[src/rtl/goods_pkg.sv]
// Shared types and default key codes for the goods cart selector.
package goods_pkg;

  typedef enum logic [1:0] {
    IDLE     = 2'd0,
    SELECT   = 2'd1,
    DISPENSE = 2'd2
  } state_t;

  localparam int DEF_KEY_W        = 5;
  localparam int DEF_QTY_W        = 3;
  localparam int DEF_CODE_CONFIRM = 17;
  localparam int DEF_CODE_CANCEL  = 18;
  localparam int DEF_CODE_DELETE  = 19;

  // One cart slot at the default key and quantity widths.
  typedef struct packed {
    logic [DEF_KEY_W-1:0] index;
    logic [DEF_QTY_W-1:0] qty;
  } cart_entry_t;

endpackage

[src/rtl/goods_cart_regs.sv]
// Cart register file: append, increment, delete-last, clear and read-by-pointer.
// GOODS_CART_MERGE_EN widens the match from the last entry to every occupied entry.
module goods_cart_regs #(
  parameter int KEY_W      = 5,
  parameter int QTY_W      = 3,
  parameter int CART_DEPTH = 4,
  parameter int CNT_W      = $clog2(CART_DEPTH + 1),
  parameter int PTR_W      = (CART_DEPTH > 1) ? $clog2(CART_DEPTH) : 1
) (
  input  logic             clk,
  input  logic             rstn,
  input  logic             clr,
  input  logic             append,
  input  logic             inc,
  input  logic             del,
  input  logic [KEY_W-1:0] key_index,
  input  logic [PTR_W-1:0] inc_slot,
  input  logic [PTR_W-1:0] rd_ptr,
  output logic [CNT_W-1:0] cnt,
  output logic             full,
  output logic             match_hit,
  output logic             match_sat,
  output logic [PTR_W-1:0] match_slot,
  output logic [KEY_W-1:0] prev_index,
  output logic [KEY_W-1:0] rd_index,
  output logic [QTY_W-1:0] rd_qty
);

  logic [KEY_W-1:0] idx_q [CART_DEPTH];
  logic [QTY_W-1:0] qty_q [CART_DEPTH];
  logic [CNT_W-1:0] cnt_q;
  logic [PTR_W-1:0] last_slot;

  assign last_slot = PTR_W'(cnt_q - 1'b1);
  assign cnt       = cnt_q;
  assign full      = (cnt_q == CNT_W'(CART_DEPTH));
  assign rd_index  = idx_q[rd_ptr];
  assign rd_qty    = qty_q[rd_ptr];

  // Index of the entry that becomes last after a delete.
  assign prev_index = (cnt_q > CNT_W'(1)) ? idx_q[PTR_W'(cnt_q - CNT_W'(2))] : '0;

  always_comb begin
    // NOTE: every combinational output gets a default first so no latch is inferred.
    match_hit  = 1'b0;
    match_slot = '0;
`ifdef GOODS_CART_MERGE_EN
    // Scan downwards so the lowest matching slot is the one left standing.
    for (int i = CART_DEPTH - 1; i >= 0; i--) begin
      if (i < int'(cnt_q) && idx_q[i] == key_index) begin
        match_hit  = 1'b1;
        match_slot = PTR_W'(i);
      end
    end
`else
    if (cnt_q != '0 && idx_q[last_slot] == key_index) begin
      match_hit  = 1'b1;
      match_slot = last_slot;
    end
`endif
    match_sat = &qty_q[match_slot];
  end

  always_ff @(posedge clk or negedge rstn) begin
    if (!rstn) begin
      // NOTE: the slots are reset too; it is only a handful of flops and keeps read data defined.
      cnt_q <= '0;
      for (int i = 0; i < CART_DEPTH; i++) begin
        idx_q[i] <= '0;
        qty_q[i] <= '0;
      end
    end else if (clr) begin
      cnt_q <= '0;
    end else if (append) begin
      // NOTE: sequential state uses non-blocking assignments so all flops update together.
      idx_q[PTR_W'(cnt_q)] <= key_index;
      qty_q[PTR_W'(cnt_q)] <= QTY_W'(1);
      cnt_q                <= cnt_q + 1'b1;
    end else if (inc) begin
      qty_q[inc_slot] <= qty_q[inc_slot] + 1'b1;
    end else if (del) begin
      cnt_q <= cnt_q - 1'b1;
    end
  end

endmodule

[src/rtl/goods_cart_select.sv]
// Keypad cart builder with confirm/cancel/delete, inactivity timeout and dispense streaming.
// Optional GOODS_CART_MERGE_EN: repeated goods merge into any matching entry.
module goods_cart_select
  import goods_pkg::*;
#(
  parameter int KEY_W        = DEF_KEY_W,
  parameter int N_GOODS      = 12,
  parameter int CODE_CONFIRM = DEF_CODE_CONFIRM,
  parameter int CODE_CANCEL  = DEF_CODE_CANCEL,
  parameter int CODE_DELETE  = DEF_CODE_DELETE,
  parameter int CART_DEPTH   = 4,
  parameter int QTY_W        = DEF_QTY_W,
  parameter int TIMEOUT_CYC  = 1000000
) (
  input  logic                              clk,
  input  logic                              rstn,
  input  logic [KEY_W-1:0]                  key_code,
  input  logic                              key_valid,
  input  logic                              enough_flag,
  output logic [KEY_W-1:0]                  sel_index,
  output logic [$clog2(CART_DEPTH+1)-1:0]   cart_cnt,
  output logic                              busy,
  output logic                              err_pulse,
  output logic                              timeout_pulse,
  output logic                              disp_valid,
  input  logic                              disp_ready,
  output logic [KEY_W-1:0]                  disp_index,
  output logic [QTY_W-1:0]                  disp_qty,
  output logic                              done_pulse
);

  localparam int  CNT_W  = $clog2(CART_DEPTH + 1);
  localparam int  PTR_W  = (CART_DEPTH > 1) ? $clog2(CART_DEPTH) : 1;
  localparam int  TMR_W  = (TIMEOUT_CYC > 1) ? $clog2(TIMEOUT_CYC) : 1;
  localparam bit  TMO_EN = (TIMEOUT_CYC != 0);

  state_t           state_q, state_d;
  logic [PTR_W-1:0] ptr_q, ptr_d;
  logic [TMR_W-1:0] tmr_q, tmr_d;
  logic [KEY_W-1:0] sel_q, sel_d;
  logic             err_d, tmo_d, done_d;
  logic             clr, append, inc, del;
  logic [CNT_W-1:0] cnt;
  logic             full, match_hit, match_sat;
  logic [PTR_W-1:0] match_slot;
  logic [KEY_W-1:0] prev_index, rd_index;
  logic [QTY_W-1:0] rd_qty;
  logic             is_goods;

  goods_cart_regs #(
    .KEY_W(KEY_W), .QTY_W(QTY_W), .CART_DEPTH(CART_DEPTH), .CNT_W(CNT_W), .PTR_W(PTR_W)
  ) u_regs (
    .clk(clk), .rstn(rstn), .clr(clr), .append(append), .inc(inc), .del(del),
    .key_index(key_code), .inc_slot(match_slot), .rd_ptr(ptr_q),
    .cnt(cnt), .full(full), .match_hit(match_hit), .match_sat(match_sat),
    .match_slot(match_slot), .prev_index(prev_index), .rd_index(rd_index), .rd_qty(rd_qty)
  );

  assign is_goods = (int'(key_code) >= 1) && (int'(key_code) <= N_GOODS);

  always_comb begin
    state_d = state_q;
    ptr_d   = ptr_q;
    tmr_d   = '0;
    sel_d   = sel_q;
    err_d   = 1'b0;
    tmo_d   = 1'b0;
    done_d  = 1'b0;
    clr     = 1'b0;
    append  = 1'b0;
    inc     = 1'b0;
    del     = 1'b0;
    unique case (state_q)
      IDLE: begin
        if (key_valid && is_goods) begin
          append  = 1'b1;
          sel_d   = key_code;
          state_d = SELECT;
        end
      end
      SELECT: begin
        if (TMO_EN) tmr_d = tmr_q + 1'b1;
        if (key_valid) begin
          tmr_d = '0;
          if (is_goods) begin
            if (match_hit) begin
              if (match_sat) err_d = 1'b1;
              else begin
                inc   = 1'b1;
                sel_d = key_code;
              end
            end else if (!full) begin
              append = 1'b1;
              sel_d  = key_code;
            end else begin
              err_d = 1'b1;
            end
          end else if (int'(key_code) == CODE_DELETE) begin
            del   = 1'b1;
            sel_d = prev_index;
            if (cnt == CNT_W'(1)) state_d = IDLE;
          end else if (int'(key_code) == CODE_CANCEL) begin
            clr     = 1'b1;
            sel_d   = '0;
            state_d = IDLE;
          end else if (int'(key_code) == CODE_CONFIRM) begin
            if (enough_flag) begin
              ptr_d   = '0;
              state_d = DISPENSE;
            end else begin
              err_d = 1'b1;
            end
          end
        end else if (TMO_EN && tmr_q == TMR_W'(TIMEOUT_CYC - 1)) begin
          tmr_d   = '0;
          clr     = 1'b1;
          sel_d   = '0;
          tmo_d   = 1'b1;
          state_d = IDLE;
        end
      end
      DISPENSE: begin
        if (disp_ready) begin
          if (CNT_W'(ptr_q) == cnt - 1'b1) begin
            clr     = 1'b1;
            sel_d   = '0;
            done_d  = 1'b1;
            state_d = IDLE;
          end else begin
            ptr_d = ptr_q + 1'b1;
          end
        end
      end
      default: state_d = IDLE;
    endcase
  end

  always_ff @(posedge clk or negedge rstn) begin
    if (!rstn) begin
      state_q       <= IDLE;
      ptr_q         <= '0;
      tmr_q         <= '0;
      sel_q         <= '0;
      err_pulse     <= 1'b0;
      timeout_pulse <= 1'b0;
      done_pulse    <= 1'b0;
    end else begin
      state_q       <= state_d;
      ptr_q         <= ptr_d;
      tmr_q         <= tmr_d;
      sel_q         <= sel_d;
      err_pulse     <= err_d;
      timeout_pulse <= tmo_d;
      done_pulse    <= done_d;
    end
  end

  // Entry data is gated so stale slots never show outside DISPENSE.
  assign disp_valid = (state_q == DISPENSE);
  assign disp_index = disp_valid ? rd_index : '0;
  assign disp_qty   = disp_valid ? rd_qty : '0;
  assign busy       = (state_q != IDLE);
  assign sel_index  = sel_q;
  assign cart_cnt   = cnt;

endmodule

[config.mk]
export PLATFORM = sky130hd
export DESIGN_NAME = goods_cart_select
export DESIGN_NICKNAME = d
export VERILOG_FILES = /design/src/rtl/goods_pkg.sv /design/src/rtl/goods_cart_regs.sv /design/src/rtl/goods_cart_select.sv
export SDC_FILE = /design/constraint.sdc
export NUM_CORES = 1
export LEC_CHECK = 0
export BUFFER_PORTS_ARGS = -buffer_cell sky130_fd_sc_hd__buf_4
export CAP_MARGIN = 10
export CELL_PAD_IN_SITES_DETAIL_PLACEMENT = 0
export CELL_PAD_IN_SITES_GLOBAL_PLACEMENT = 1
export CORE_AREA = 5 5 88 130
export CTS_CLUSTER_SIZE = 40
export DETAILED_ROUTE_END_ITERATION = 16
export DIE_AREA = 0 0 93 135
export PLACE_DENSITY = 0.74
export SYNTH_ARGS = -nofsm -noshare
export SYNTH_HDL_FRONTEND = slang
export SYNTH_HIERARCHICAL = 1
export SYNTH_SLANG_ARGS = --single-unit
[constraint.sdc]
create_clock -name clk -period 3.95 [get_ports clk]
set_input_delay 0.1975 -clock clk [delete_from_list [all_inputs] [get_ports clk]]
set_output_delay 0.1975 -clock clk [all_outputs]
set_load 0.02 [all_outputs]
# --- Yosys cells after proc, flatten, opt, wreduce, memory -nomap -nowiden ---
# Index checks and enable logic that the tools add are counted.
word_totals:
  ff_bits: 67
  latch_bits: 0
  ramBits: 0
  mem_bits_ro: 0
  in_bits: 10
  word_cells: 195
  mem_count: 0
classes:
  add_sub_neg: 6
  n_mul: 0
  div: 0
  order_cmp: 10
  n_eq_ne: 29
  shift: 0
  mux: 106
  n_bitwise: 9
  reduce_logical: 19
op_table:
  columns: ["operator", "count"]
  rows:
  - ["5-bit two-way mux", 20]
  - ["20-bit two-way mux", 3]
  - ["2-bit two-way mux", 20]
  - ["1-bit two-way mux", 35]
  - ["3-bit two-way mux", 11]
  - ["5-bit binary-select mux with 2-bit select", 3]
  - ["5-bit != test (second input constant)", 5]
  - ["12-bit two-way mux", 2]
  - ["20-bit by 1-bit adder with 20-bit output (second input constant)", 1]
  - ["20-bit bitwise mux", 1]
  - ["20-bit == test (second input constant)", 1]
  - ["2-bit != test (second input constant)", 8]
  - ["8-bit AND reduction", 2]
  - ["5-bit == test (second input constant)", 3]
  - ["3-bit >= comparator (second input constant)", 5]
  - ["2-bit inverter with 3-bit output", 5]
  - ["5-bit case mux with 3 select lines", 1]
  - ["3-bit binary-select mux with 2-bit select", 2]
  - ["12-bit bitwise mux", 1]
  - ["3-bit demux with 2-bit select", 2]
  - ["5-bit demux with 2-bit select", 1]
  - ["3-bit != test (second input constant)", 3]
  - ["9-bit AND reduction", 1]
  - ["3-bit nonzero test", 3]
  - ["other kinds (28)", 40]

# --- Longest topological paths before layout ---
# Gate-level depths: netlist of the first run.
logic_depth:
  depth_word: 21
  depth_mapped: 18
  depth_no_buf: 14

# --- Modules after synthesis ---
# The synthesis of the first run kept the hierarchy.
modules_own_cells:
  columns: ["mod", "n_inst", "cells_each", "area_per_inst_um2", "seq_area_each_um2"]
  rows:
  - ["goods_cart_regs", 1, 208, 2341.0, 875.8]
  - ["goods_cart_select", 1, 208, 1918.1, 800.8]

# --- Least setup slack after synthesis of the first run ---
# OpenSTA, ideal clock, no wires.
synth_timing:
  path_type: "reg2reg"
  start: "register u_regs.cnt_q[0], in the netlist u_regs/cnt[0]"
  end: "register u_regs/qty_q[11] in the netlist's numbering"
  arrival_time_ps: 4339
  setup_slack_ps: -490
  path_stages_with_launch: 17
  path_buffers: 4
  cell_sequence: "dfrtp_1 -> buf_6 -> buf_2 -> inv_1 -> ha_1 -> clkbuf_1 -> mux4_2 -> xor2_1 -> a2111oi_2 -> o21ai_2 -> nor2_1 -> clkbuf_1 -> mux4_2 -> ha_1 -> xor2_1 -> nand3_1 -> o32ai_1"
synth_between:
  elab_chain_len: 20
synth_rtl:
  columns: ["item", "line_no", "rtl"]
  rows:
  - ["start, declared", "goods_cart_regs.sv:31", "logic [CNT_W-1:0] cnt_q;"]
  - ["start signal, assigned", "goods_cart_regs.sv:78", "cnt_q <= cnt_q + 1'b1;"]
  - ["start signal, assigned", "goods_cart_regs.sv:82", "cnt_q <= cnt_q - 1'b1;"]
  - ["3-bit by 1-bit subtractor with 3-bit output", "goods_cart_select.sv:124", "if (CNT_W'(ptr_q) == cnt - 1'b1) begin"]
  - ["2-bit inverter with 3-bit output (not written as such)", "goods_cart_regs.sv:56", "if (cnt_q != '0 && idx_q[last_slot] == key_index) begin"]
  - ["5-bit binary-select mux with 2-bit select", "goods_cart_regs.sv:56", null]
  - ["5-bit two-way mux (not written as such) (2 in a row)", "goods_cart_regs.sv:56", null]
  - ["5-bit == test", "goods_cart_regs.sv:56", null]
  - ["1-bit logical AND", "goods_cart_regs.sv:56", null]
  - ["2-bit two-way mux *", "goods_cart_regs.sv:56", null]
  - ["net match_slot[0]", "goods_cart_select.sv:45", "logic [PTR_W-1:0] match_slot;"]
  - ["(+4 left out)", null, null]
  - ["3-bit AND reduction", "goods_cart_regs.sv:61", "match_sat = &qty_q[match_slot];"]
  - ["1-bit two-way mux", "goods_cart_select.sv:87", "if (match_sat) err_d = 1'b1;"]
  - ["1-bit two-way mux", "goods_cart_select.sv:86", "if (match_hit) begin"]
  - ["1-bit two-way mux", "goods_cart_select.sv:85", "if (is_goods) begin"]
  - ["1-bit two-way mux", "goods_cart_select.sv:83", "if (key_valid) begin"]
  - ["1-bit two-way mux", "goods_cart_select.sv:73", "unique case (state_q)"]
  - ["2-bit nonzero test (no source line)", null, null]
  - ["2-bit AND reduction (no source line)", null, null]
  - ["end signal, assigned by index", "goods_cart_regs.sv:80", "qty_q[inc_slot] <= qty_q[inc_slot] + 1'b1;"]
  - ["end, declared", "goods_cart_regs.sv:30", "logic [QTY_W-1:0] qty_q [CART_DEPTH];"]
# Mark *: on every way through the listed nets, which the timed path passes. The rest lies on a longest branch. The select of a mux whose other input is x is not followed.
# A chain may end at the register's enable or synchronous reset.

# --- Final worst setup path of the first run ---
# Ends and elaborated chain as after synthesis.

==> summary.md, run 1 <==
| Metric | Value |
|---|---|
| Most numerous cell in the Yosys netlist | `dfrtp_1` |
| Final hold violation count | `18` |
| P_leak | `2.12 nW` |
| Hold_buf cts | `0` |
| Ys Warns | `6` |
| Core Box Area | `10100 um^2` |
| MaxCap Viol Count | `0` |
| Pin count of the biggest net entering global routing | `68` |
| Share of layout cells above drive strength 1 | `24.1%` |
| Remaining global-route overflow | `0` |
| Half-perimeter wire length after placement | `7310 um` |
| Clock Sinks | `67` |
| CP Buf/Inv Count | `2` |
| Worst-Margin Slew | `around 900 ps` |
| Pwr Density | `roughly 740 nW/um^2` |
| Largest stage delay on the critical path | `520 ps` |
| WL/cell | `about 18 um` |
| Post-Synthesis Cells | `approximately 420` |
| Multi-input logic area | `2390 um^2` |
| Critical path cell sequence | `inv_1, ha_1, mux4_2, xor2_1, a2111oi_2, o21ai_2, nor2_1, buf_4, mux4_2, ha_1, xor2_1, nand3_1, o32ai_1` |
| Port Buffers | `30` |
| Finished Cell Area | `around 4900 um^2` |
| Hold WS | `-19.2 ps` |
| Initial DRC count | `166` |
| Num CTS Buffers | `9` |
| CP Launch Point | `u_regs/cnt[0]$_DFFE_PN0P_` |
| Top delay family on crit path | `multiplexers` |
| Dpl cell area | `4620 um^2` |
| Post-route ant nets | `0` |
| Relative slew margins | `40.3%` |
| Syn_area_per_cell | `10.2 um^2` |
| Synth Register Bits | `67` |
| Failing checks | `hold timing` |
| Area Growth Syn to Fin | `15.6%` |
| Endpoints failing setup | `0` |
| Area leader, netlist | `dfrtp_1` |
| RR Startpoint | `u_regs/cnt[0]$_DFFE_PN0P_` |
| Row Count | `45` |
| Post-Route Utilization | `between 40% and 50%` |
| Synth area leaders | `dfrtp_1 39%, mux4_2 11%, mux2_2 6.9%` |
| Clk_skew | `around 6.5 ps` |
| Wirelength, routed | `10500 um` |
| Die Ht | `135 um` |
| Sequential fraction of the synthesis area | `39.4%` |
| Critical path class | `reg2reg` |
| Clk slew on worst S/H paths | `around 60 ps` |
| Via count | `3277` |
| Starting Density | `42.0%` |
| Unrepaired setup endpoints after global routing | `false` |
| Max-slew violation count | `0` |
| Chip Width | `93 um` |
| First-pass GRT wire length | `between 15000 and 20000 um` |
| Reg area | `1680 um^2` |
| Max FO, Critical Path | `12` |
| Hold Path Class | `in2async` |
| Clk_lat worst skew | `~330 ps` |
| Initial antenna violation count | `0` |
| Worst VDD drop | `0.442 mV` |
| EDFF count, synth | `0` |
| Post-CTS Setup Bufs | `0` |
| Outcome | `finished with violations` |
| DP Worst Slack | `307 ps` |
| Worst setup SP type | `register` |
| Number of global-route vias before repair | `3392` |
| # fillers | `between 900 and 1000` |
| CTS root buffer | `clkbuf_16` |
| Final setup margin | `262 ps` |
| Fin crit period | `3690 ps` |
| Die area | `~13000 um^2` |
| Ant. Diodes | `0` |
| Setup TNS | `0 ps` |
| Cell area after synthesis | `roughly 4300 um^2` |
| Ys flop type | `dfrtp_1` |
| Syn Nets | `438` |
| CP required | `4180 ps` |
| CTS tree | `done` |
| CTS HTree Levels | `3` |
| Vias/cell | `5.75` |
| Post-CTS Resized | `0` |
| Most frequent cells after synthesis | `67 x dfrtp_1, 41 x nor2_1, 29 x inv_1` |
| Remaining DRCs | `0` |
| Period utilization | `93.4%` |
| Critical path's slowest cell | `mux4_2` |
| FMAX | `271 MHz` |
| Clock Tree Buf Depth | `2` |
| Top-area cell type share of the netlist area | `39.4%` |
| Worst setup EP type | `register` |
| I/O pin cnt | `31` |
| Netlist cell types | `48` |
| Async S/R FF share, synth | `100%` |
| GRT Total Usage | `17.6%` |
| DR pass1 iterations | `4` |
| Worst EP arrival | `3920 ps` |
| GP Congestion | `between 0.8 and 0.9` |
| Layout Nets | `470` |
-- cell usage in the layout, fill, tap and decap left out, types with 3 or more instances in the layout --
cell type / n
nand4_1: 9
nand3_1: 20
nand3b_1: 3
a21oi_1: 21
and2_1: 12
ha_1: 12
a22o_1: 4
or3_1: 5
o22a_1: 5
clkbuf_16: 9
inv_1: 29
o22ai_1: 6
nand2_1: 19
o21ai_0: 11
and3_1: 3
mux2i_1: 10
xor2_1: 14
nand2b_1: 6
nor2b_1: 10
dfrtp_1: 66
and4_1: 3
buf_4: 39
mux4_2: 20
nor3_1: 9
xnor2_1: 12
nor2_1: 41
mux2_2: 26
-- routing by layer --
layer  vias up  track usage, %  wire, um  share of wire [%]
met2        68            31.0      5520                 53
met5         -               0         0                  0
met3        16            3.23       408                3.9
li1       1548               -         -                  -
met4         0            7.01       192                1.8
met1      1645            21.1      4340                 41
-- worst register-to-register path: stages, from the launching register on --
cell and delay, ps:
dfrtp_2 350, inv_1 80, ha_1 480, mux4_2 370, xor2_1 160, a2111oi_2 350, o21ai_2 150, nor2_1 110
buf_4 200, mux4_2 520, ha_1 220, xor2_1 160, nand3_1 170, o32ai_1 250
-- logic make-up after synthesis --
kind of cell    Yosys count  share of synthesized area [%]
xor+xnor                 26                           5.35
compound gates           57                           8.58
mux                      56                           19.8
buf+inv                  48                           4.52
flops                    67                           39.4
simple gates            150                           18.9
fa+ha+maj                12                           3.53
-- path summary, 6_finish.rpt --
| kind | end | slack (ps) | depth (start not counted) |
|---|---|---|---|
| hold reg to reg | tmr_q[0]$_DFF_PN0_ | 450 | 1 |
| setup / recovery | u_regs/qty_q[11]$_DFFE_PN0P_ | 260 | 13 |
| setup reg to reg | u_regs/qty_q[11]$_DFFE_PN0P_ | 260 | 13 |
| min in group clk | u_regs/idx_q[9]$_DFFE_PN0P_ | 170 | 2 |
| max in group asynchronous | u_regs/cnt[0]$_DFFE_PN0P_ | 3310 | 1 |
| hold / removal | tmr_q[1]$_DFF_PN0_ | -20 | 1 |
-- power by group --
part	internal (W)	switching, W	total (W)
Combinational	0.000845	0.000846	0.00169
Clock	0.000505	0.000306	0.000811
Sequential	0.000896	0.000226	0.00112
Total	0.00225	0.00138	0.00362
-- registers in the layout (all words and copies together), names as in the netlist --
| signal | count |
|---|---|
| done_pulse | 1 |
| err_pulse | 1 |
| ptr_q | 2 |
| sel_index | 5 |
| state_q | 2 |
| timeout_pulse | 1 |
| tmr_q | 20 |
| u_regs/cnt | 3 |
| u_regs/idx_q | 20 |
| u_regs/qty_q | 12 |
-- through the flow --
step / instances / power, W
finish: 570 / 0.00362
CTS: 570 / 0.00365
floorplan: 416 / 0.00236
global route: 570 / 0.00386
detailed placement: 554 / 0.00281
global placement: 554 / 0.00278
-- layout make-up --
| cell class | instances | share of cell area [%] |
|---|---|---|
| flip-flops and latches | 67 | 34.1 |
| clock buffers | 10 | 4.85 |
| repair buffers | 39 | 5.95 |
| inverters | 30 | 2.29 |
| multi-input cells | 301 | 48.5 |
| well taps | 117 | 2.97 |
| clock inverters | 6 | 1.32 |
(Power assumes the default switching activity.)
==> inputs of run 2 (changes only) <==
--- a/config.mk
+++ b/config.mk
@@ -9,11 +9,11 @@
 export CAP_MARGIN = 10
 export CELL_PAD_IN_SITES_DETAIL_PLACEMENT = 0
 export CELL_PAD_IN_SITES_GLOBAL_PLACEMENT = 1
-export CORE_AREA = 5 5 88 130
+export CORE_AREA = 8 8 83 122
 export CTS_CLUSTER_SIZE = 40
 export DETAILED_ROUTE_END_ITERATION = 16
-export DIE_AREA = 0 0 93 135
-export PLACE_DENSITY = 0.74
+export DIE_AREA = 0 0 91 130
+export PLACE_DENSITY = 0.85
 export SYNTH_ARGS = -nofsm -noshare
 export SYNTH_HDL_FRONTEND = slang
 export SYNTH_HIERARCHICAL = 1
==> constraint.sdc (replaced) <==
create_clock -name clk -period 4.33 [get_ports clk]
set_input_delay 0.2165 -clock clk [delete_from_list [all_inputs] [get_ports clk]]
set_output_delay 0.2165 -clock clk [all_outputs]
set_load 0.02 [all_outputs]
==> run 2 against run 1 <==
  * The run now ends clean
  * Global-route usage rose by 0.12 points
  * Sequential cell count stayed put
  * Wire length decreased by 4.4%
  * Via count down 0.34%
  * Clock power down 0.7%
  * Count of clock-buffer cells in the layout up 2
  * Core utilization grew 11 points
  * First-iteration DRC count is 17% higher
  * Final area about the same
  * Register-to-register slack improved by 50 ps
  * Cell count is 2.1% lower
==> summary.md, run 2 (same netlist as run 1, synthesis figures left out) <==
| Metric | Value |
|---|---|
| Area Growth Syn to Fin | `15.5%` |
| Critical path class | `reg2reg` |
| WL/cell | `17.9 um` |
| Total power | `0.00334 W` |
| First-pass GRT wire length | `16800 um` |
| Outcome | `completed` |
| Wirelength, routed | `between 9000 and 10000 um` |
| Clock Tree Buf Depth | `2` |
| GRT Total Usage | `17.7%` |
| FMAX | `249 MHz` |
| Starting Density | `51.2%` |
| Clk_skew | `6.03 ps` |
| Initial antenna violation count | `0` |
| Post-CTS Setup Bufs | `0` |
| Ant. Diodes | `0` |
| # fillers | `726` |
| Hold Path Class | `in2async` |
| Worst VDD drop | `roughly 0.44 mV` |
| CP required | `approximately 4600 ps` |
| DR pass1 iterations | `4` |
| Layout Nets | `approximately 470` |
| Remaining DRCs | `0` |
| Share of layout cells above drive strength 1 | `23.3%` |
| CTS tree | `done` |
| Remaining global-route overflow | `0` |
| Worst setup SP type | `register` |
| Clk_lat worst skew | `about 330 ps` |
| Final hold violation count | `0` |
| Pin count of the biggest net entering global routing | `68` |
| Vias/cell | `5.85` |
| Commonest non-fill, non-tap cell in the layout | `dfrtp_1` |
| Worst EP arrival | `between 4000 and 5000 ps` |
| Max FO, Critical Path | `12` |
| Chip Width | `91 um` |
| CTS root buffer | `clkbuf_16` |
| Period utilization | `between 90% and 100%` |
| Num CTS Buffers | `9` |
| Most frequent cells in the layout | `67 x dfrtp_1, 41 x nor2_1, 37 x buf_4, 29 x inv_1, 26 x mux2_2` |
| Top Registers | `tmr_q: 20 flops, u_regs/idx_q: 20 flops, u_regs/qty_q: 12 flops` |
| I/O pin cnt | `31` |
| Post-route ant nets | `0` |
| Core Box Area | `8310 um^2` |
| Post-CTS Resized | `0` |
| Row Count | `41` |
| Unrepaired setup endpoints after global routing | `false` |
| Clk slew on worst S/H paths | `50 ps` |
| Die Ht | `130 um` |
| Hold_buf cts | `0` |
| P_leak | `2.12 nW` |
| Fin crit period | `~4000 ps` |
| Setup TNS | `0 ps` |
| Port Buffers | `30` |
| Initial DRC count | `just under 200` |
| Die area | `11800 um^2` |
| Via count | `between 3000 and 4000` |
| Endpoints failing setup | `0` |
| Worst setup EP type | `register` |
| Number of global-route vias before repair | `3344` |
| Pwr Density | `679 nW/um^2` |
| GP Congestion | `0.889` |
| Relative slew margins | `between 40% and 50%` |
| Worst-Margin Slew | `864 ps` |
| Half-perimeter wire length after placement | `approximately 7200 um` |
| Clock Sinks | `67` |
| MaxCap Viol Count | `0` |
| Max-slew violation count | `0` |
| CTS HTree Levels | `3` |
## run 2: cell types whose count changed in the layout (fill, tap and decap cells not counted)
cell	delta
clkinv_2	-1
buf_4	-2
dfrtp_2	-1
clkbuf_1	+1
dfrtp_1	+1
bufinv_16	+1
clkinv_4	-2
clkbuf_8	+1
## run 2: layer usage
metal,global-route usage (%),routed length [um]
met2,31.7,5370
met1,19.4,3970
met3,3.85,385
met5,0,0
met4,9.00,272
## run 2: path summary, 6_finish.rpt
check	cells after the start	end	slack, ps	from
max	13	u_regs/qty_q[11]$_DFFE_PN0P_	310	u_regs/cnt[1]$_DFFE_PN0P_
min	1	tmr_q[3]$_DFF_PN0_	1	rstn
max reg2reg	13	u_regs/qty_q[11]$_DFFE_PN0P_	310	u_regs/cnt[1]$_DFFE_PN0P_
min reg2reg	1	tmr_q[0]$_DFF_PN0_	450	tmr_q[0]$_DFF_PN0_
max in group asynchronous	1	sel_index[1]$_DFFE_PN0P_	3770	rstn
min in group clk	3	err_pulse$_DFF_PN0_	200	enough_flag
## run 2: final cells by class
class | count | area (um^2) | share of cell area, %
Timing Repair Buffer | 37 | 278 | 5.65
Sequential cell | 67 | 1680 | 34.1
Tap cell | 107 | 134 | 2.72
Inverter | 30 | 113 | 2.29
Clock inverter | 4 | 72.6 | 1.48
Clock buffer | 12 | 256 | 5.21
Multi-Input combinational cell | 301 | 2390 | 48.6
## run 2: where the power goes
| part | leakage (nW) | switching, W | total (W) | internal, W |
|---|---|---|---|---|
| Sequential | 0.858 | 0.000215 | 0.00103 | 0.000816 |
| Clock | 0.159 | 0.000271 | 0.000805 | 0.000535 |
| Combinational | 1.10 | 0.000740 | 0.00150 | 0.000762 |
| Total | 2.12 | 0.00123 | 0.00334 | 0.00211 |
## run 2: per-stage QoR
stage / hold slack (ps) / utilization [%] / instances / setup WS, ps / cell area [um^2]
5_1_grt: 79.6 / 59.2 / 558 / 52.2 / 4920
6_report: 1.38 / 59.2 / 558 / 313 / 4920
2_1_floorplan: -79.1 / - / 416 / 15.4 / 4260
3_5_place_dp: 391 / 55.2 / 542 / 359 / 4590
3_3_place_gp: 376 / 55.2 / 542 / 464 / 4590
4_1_cts: 35.0 / 59.2 / 558 / 335 / 4920
## run 2: critical path: stages (launching register included)
cell and delay, ps:
dfrtp_1 610, inv_1 170, ha_1 490, mux4_2 360, xor2_1 160, a2111oi_2 360, o21ai_2 140, nor2_1 100
buf_4 200, mux4_2 520, ha_1 220, xor2_1 180, nand3_1 160, o32ai_1 250
==> inputs of run 3 (changes only) <==
--- a/config.mk
+++ b/config.mk
@@ -13,6 +13,7 @@
 export CTS_CLUSTER_SIZE = 40
 export DETAILED_ROUTE_END_ITERATION = 16
 export DIE_AREA = 0 0 91 130
+export MAX_ROUTING_LAYER = met4
 export PLACE_DENSITY = 0.85
 export SYNTH_ARGS = -nofsm -noshare
 export SYNTH_HDL_FRONTEND = slang
==> run 3 against run 2 <==
  * Core utilization unchanged
  * Via count increased by 1.5%
  * Maximum frequency increased by 0.12%
  * Highest routed layer unchanged
==> summary.md, run 3 (same netlist as run 1, synthesis figures left out) <==
| Metric | Value |
|---|---|
| CP required | `~4600 ps` |
| Ant. Diodes | `0` |
| Final hold violation count | `0` |
| R2R setup slack | `320 ps` |
| CTS root buffer | `clkbuf_16` |
| Row Count | `slightly above 40` |
| Post-CTS Resized | `0` |
| Via count | `3315` |
| Reg area | `1680 um^2` |
| Clock Tree Buf Depth | `2` |
| Worst setup SP type | `register` |
| Post-CTS Setup Bufs | `0` |
| First-pass GRT wire length | `~17000 um` |
| Most frequent cells in the layout | `67 x dfrtp_1, 41 x nor2_1, 37 x buf_4, 29 x inv_1, 26 x mux2_2` |
| Pwr Density | `680 nW/um^2` |
| Dpl cell area | `4590 um^2` |
| I/O pin cnt | `31` |
| Worst EP arrival | `~4200 ps` |
| Fin crit period | `4010 ps` |
| Pin count of the biggest net entering global routing | `68` |
| Outcome | `completed` |
| Critical path class | `reg2reg` |
| Vias/cell | `just under 6` |
| Multi-input logic area | `around 2400 um^2` |
| Post-route ant nets | `0` |
| MaxCap Viol Count | `0` |
| Finished Cell Area | `4920 um^2` |
| Relative slew margins | `42.5%` |
| GRT Total Usage | `18.3%` |
| WL/cell | `18.0 um` |
| Unrepaired setup endpoints after global routing | `false` |
| Layout Cells excl Fill | `558` |
| Die area | `11800 um^2` |
| Share of layout cells above drive strength 1 | `23.3%` |
| Placed cells | `542` |
| CTS tree | `done` |
| Remaining global-route overflow | `0` |
| Max-slew violation count | `0` |
| Hold Path Class | `in2async` |
| Clk_skew | `8.14 ps` |
| Layout Nets | `468` |
| Setup TNS | `0 ps` |
| Num CTS Buffers | `9` |
| DR pass1 iterations | `6` |
| Starting Density | `around half` |
| P_leak | `about 2.1 nW` |
| CTS HTree Levels | `3` |
| FMAX | `249 MHz` |
| Die Ht | `130 um` |
| Worst setup EP type | `register` |
| Endpoints failing setup | `0` |
| Worst-Margin Slew | `862 ps` |
| Area Growth Syn to Fin | `15.5%` |
| Total power | `about 0.0033 W` |
| # fillers | `slightly above 700` |
| Max FO, Critical Path | `12` |
| GP Congestion | `0.904` |
| Top Registers | `tmr_q: 20 flops, u_regs/idx_q: 20 flops, u_regs/qty_q: 12 flops` |
| Clock Sinks | `67` |
| Chip Width | `91 um` |
| Core Box Area | `slightly above 8000 um^2` |
| Remaining DRCs | `0` |
| Clk slew on worst S/H paths | `50 ps` |
| Clk_lat worst skew | `~340 ps` |
| Period utilization | `92.7%` |
| Half-perimeter wire length after placement | `7180 um` |
| Number of global-route vias before repair | `between 3000 and 4000` |
| Wirelength, routed | `10000 um` |
| Port Buffers | `30` |
| Hold_buf cts | `0` |
| Commonest non-fill, non-tap cell in the layout | `dfrtp_1` |
| Hold WS | `2.52 ps` |
| Initial DRC count | `between 200 and 250` |
| Worst VDD drop | `0.445 mV` |
| Initial antenna violation count | `0` |
## run 3: cell counts in the layout (fill, tap and decap cells not counted)
No cell type changed its count.
## run 3: worst paths after layout
path,from,endpoint,depth (start not counted)
worst max register to register,u_regs/cnt[1]$_DFFE_PN0P_,u_regs/qty_q[11]$_DFFE_PN0P_,13
max in group asynchronous,rstn,u_regs/idx_q[19]$_DFFE_PN0P_,1
worst min register to register,tmr_q[0]$_DFF_PN0_,tmr_q[0]$_DFF_PN0_,1
min in group clk,enough_flag,err_pulse$_DFF_PN0_,3
worst min-delay path,rstn,tmr_q[3]$_DFF_PN0_,1
worst max-delay path,u_regs/cnt[1]$_DFFE_PN0P_,u_regs/qty_q[11]$_DFFE_PN0P_,13
## run 3: area by class of cell
| class | count | area share [%] |
|---|---|---|
| Sequential cell | 67 | 34.1 |
| Multi-Input combinational cell | 301 | 48.6 |
| Clock buffer | 12 | 5.21 |
| Clock inverter | 4 | 1.48 |
| Timing Repair Buffer | 37 | 5.65 |
| Tap cell | 107 | 2.72 |
| Inverter | 30 | 2.29 |
## run 3: critical path: stages (launching register included)
cell       delay [ps]
dfrtp_1           600
inv_1             170
ha_1              490
mux4_2            360
xor2_1            160
a2111oi_2         360
o21ai_2           140
nor2_1            100
buf_4             200
mux4_2            520
ha_1              220
xor2_1            180
nand3_1           160
o32ai_1           250
## run 3: metal layers
metal	vias up	wire [um]	global-route usage (%)
li1	1542	-	-
met1	1653	3930	19.5
met2	93	5340	31.8
met3	27	480	4.25
met4	0	295	8.13
met5	-	0	-
## run 3: through the flow
step / setup slack, ps / utilization, %
6_report: 318 / 59.2
3_3_place_gp: 464 / 55.2
4_1_cts: 335 / 59.2
3_5_place_dp: 359 / 55.2
5_1_grt: 52.3 / 59.2
2_1_floorplan: 15.4 / -
## run 3: where the power goes
group / switching, W / internal [W]
registers: 0.000216 / 0.000816
clock network: 0.000274 / 0.000535
logic: 0.000742 / 0.000761
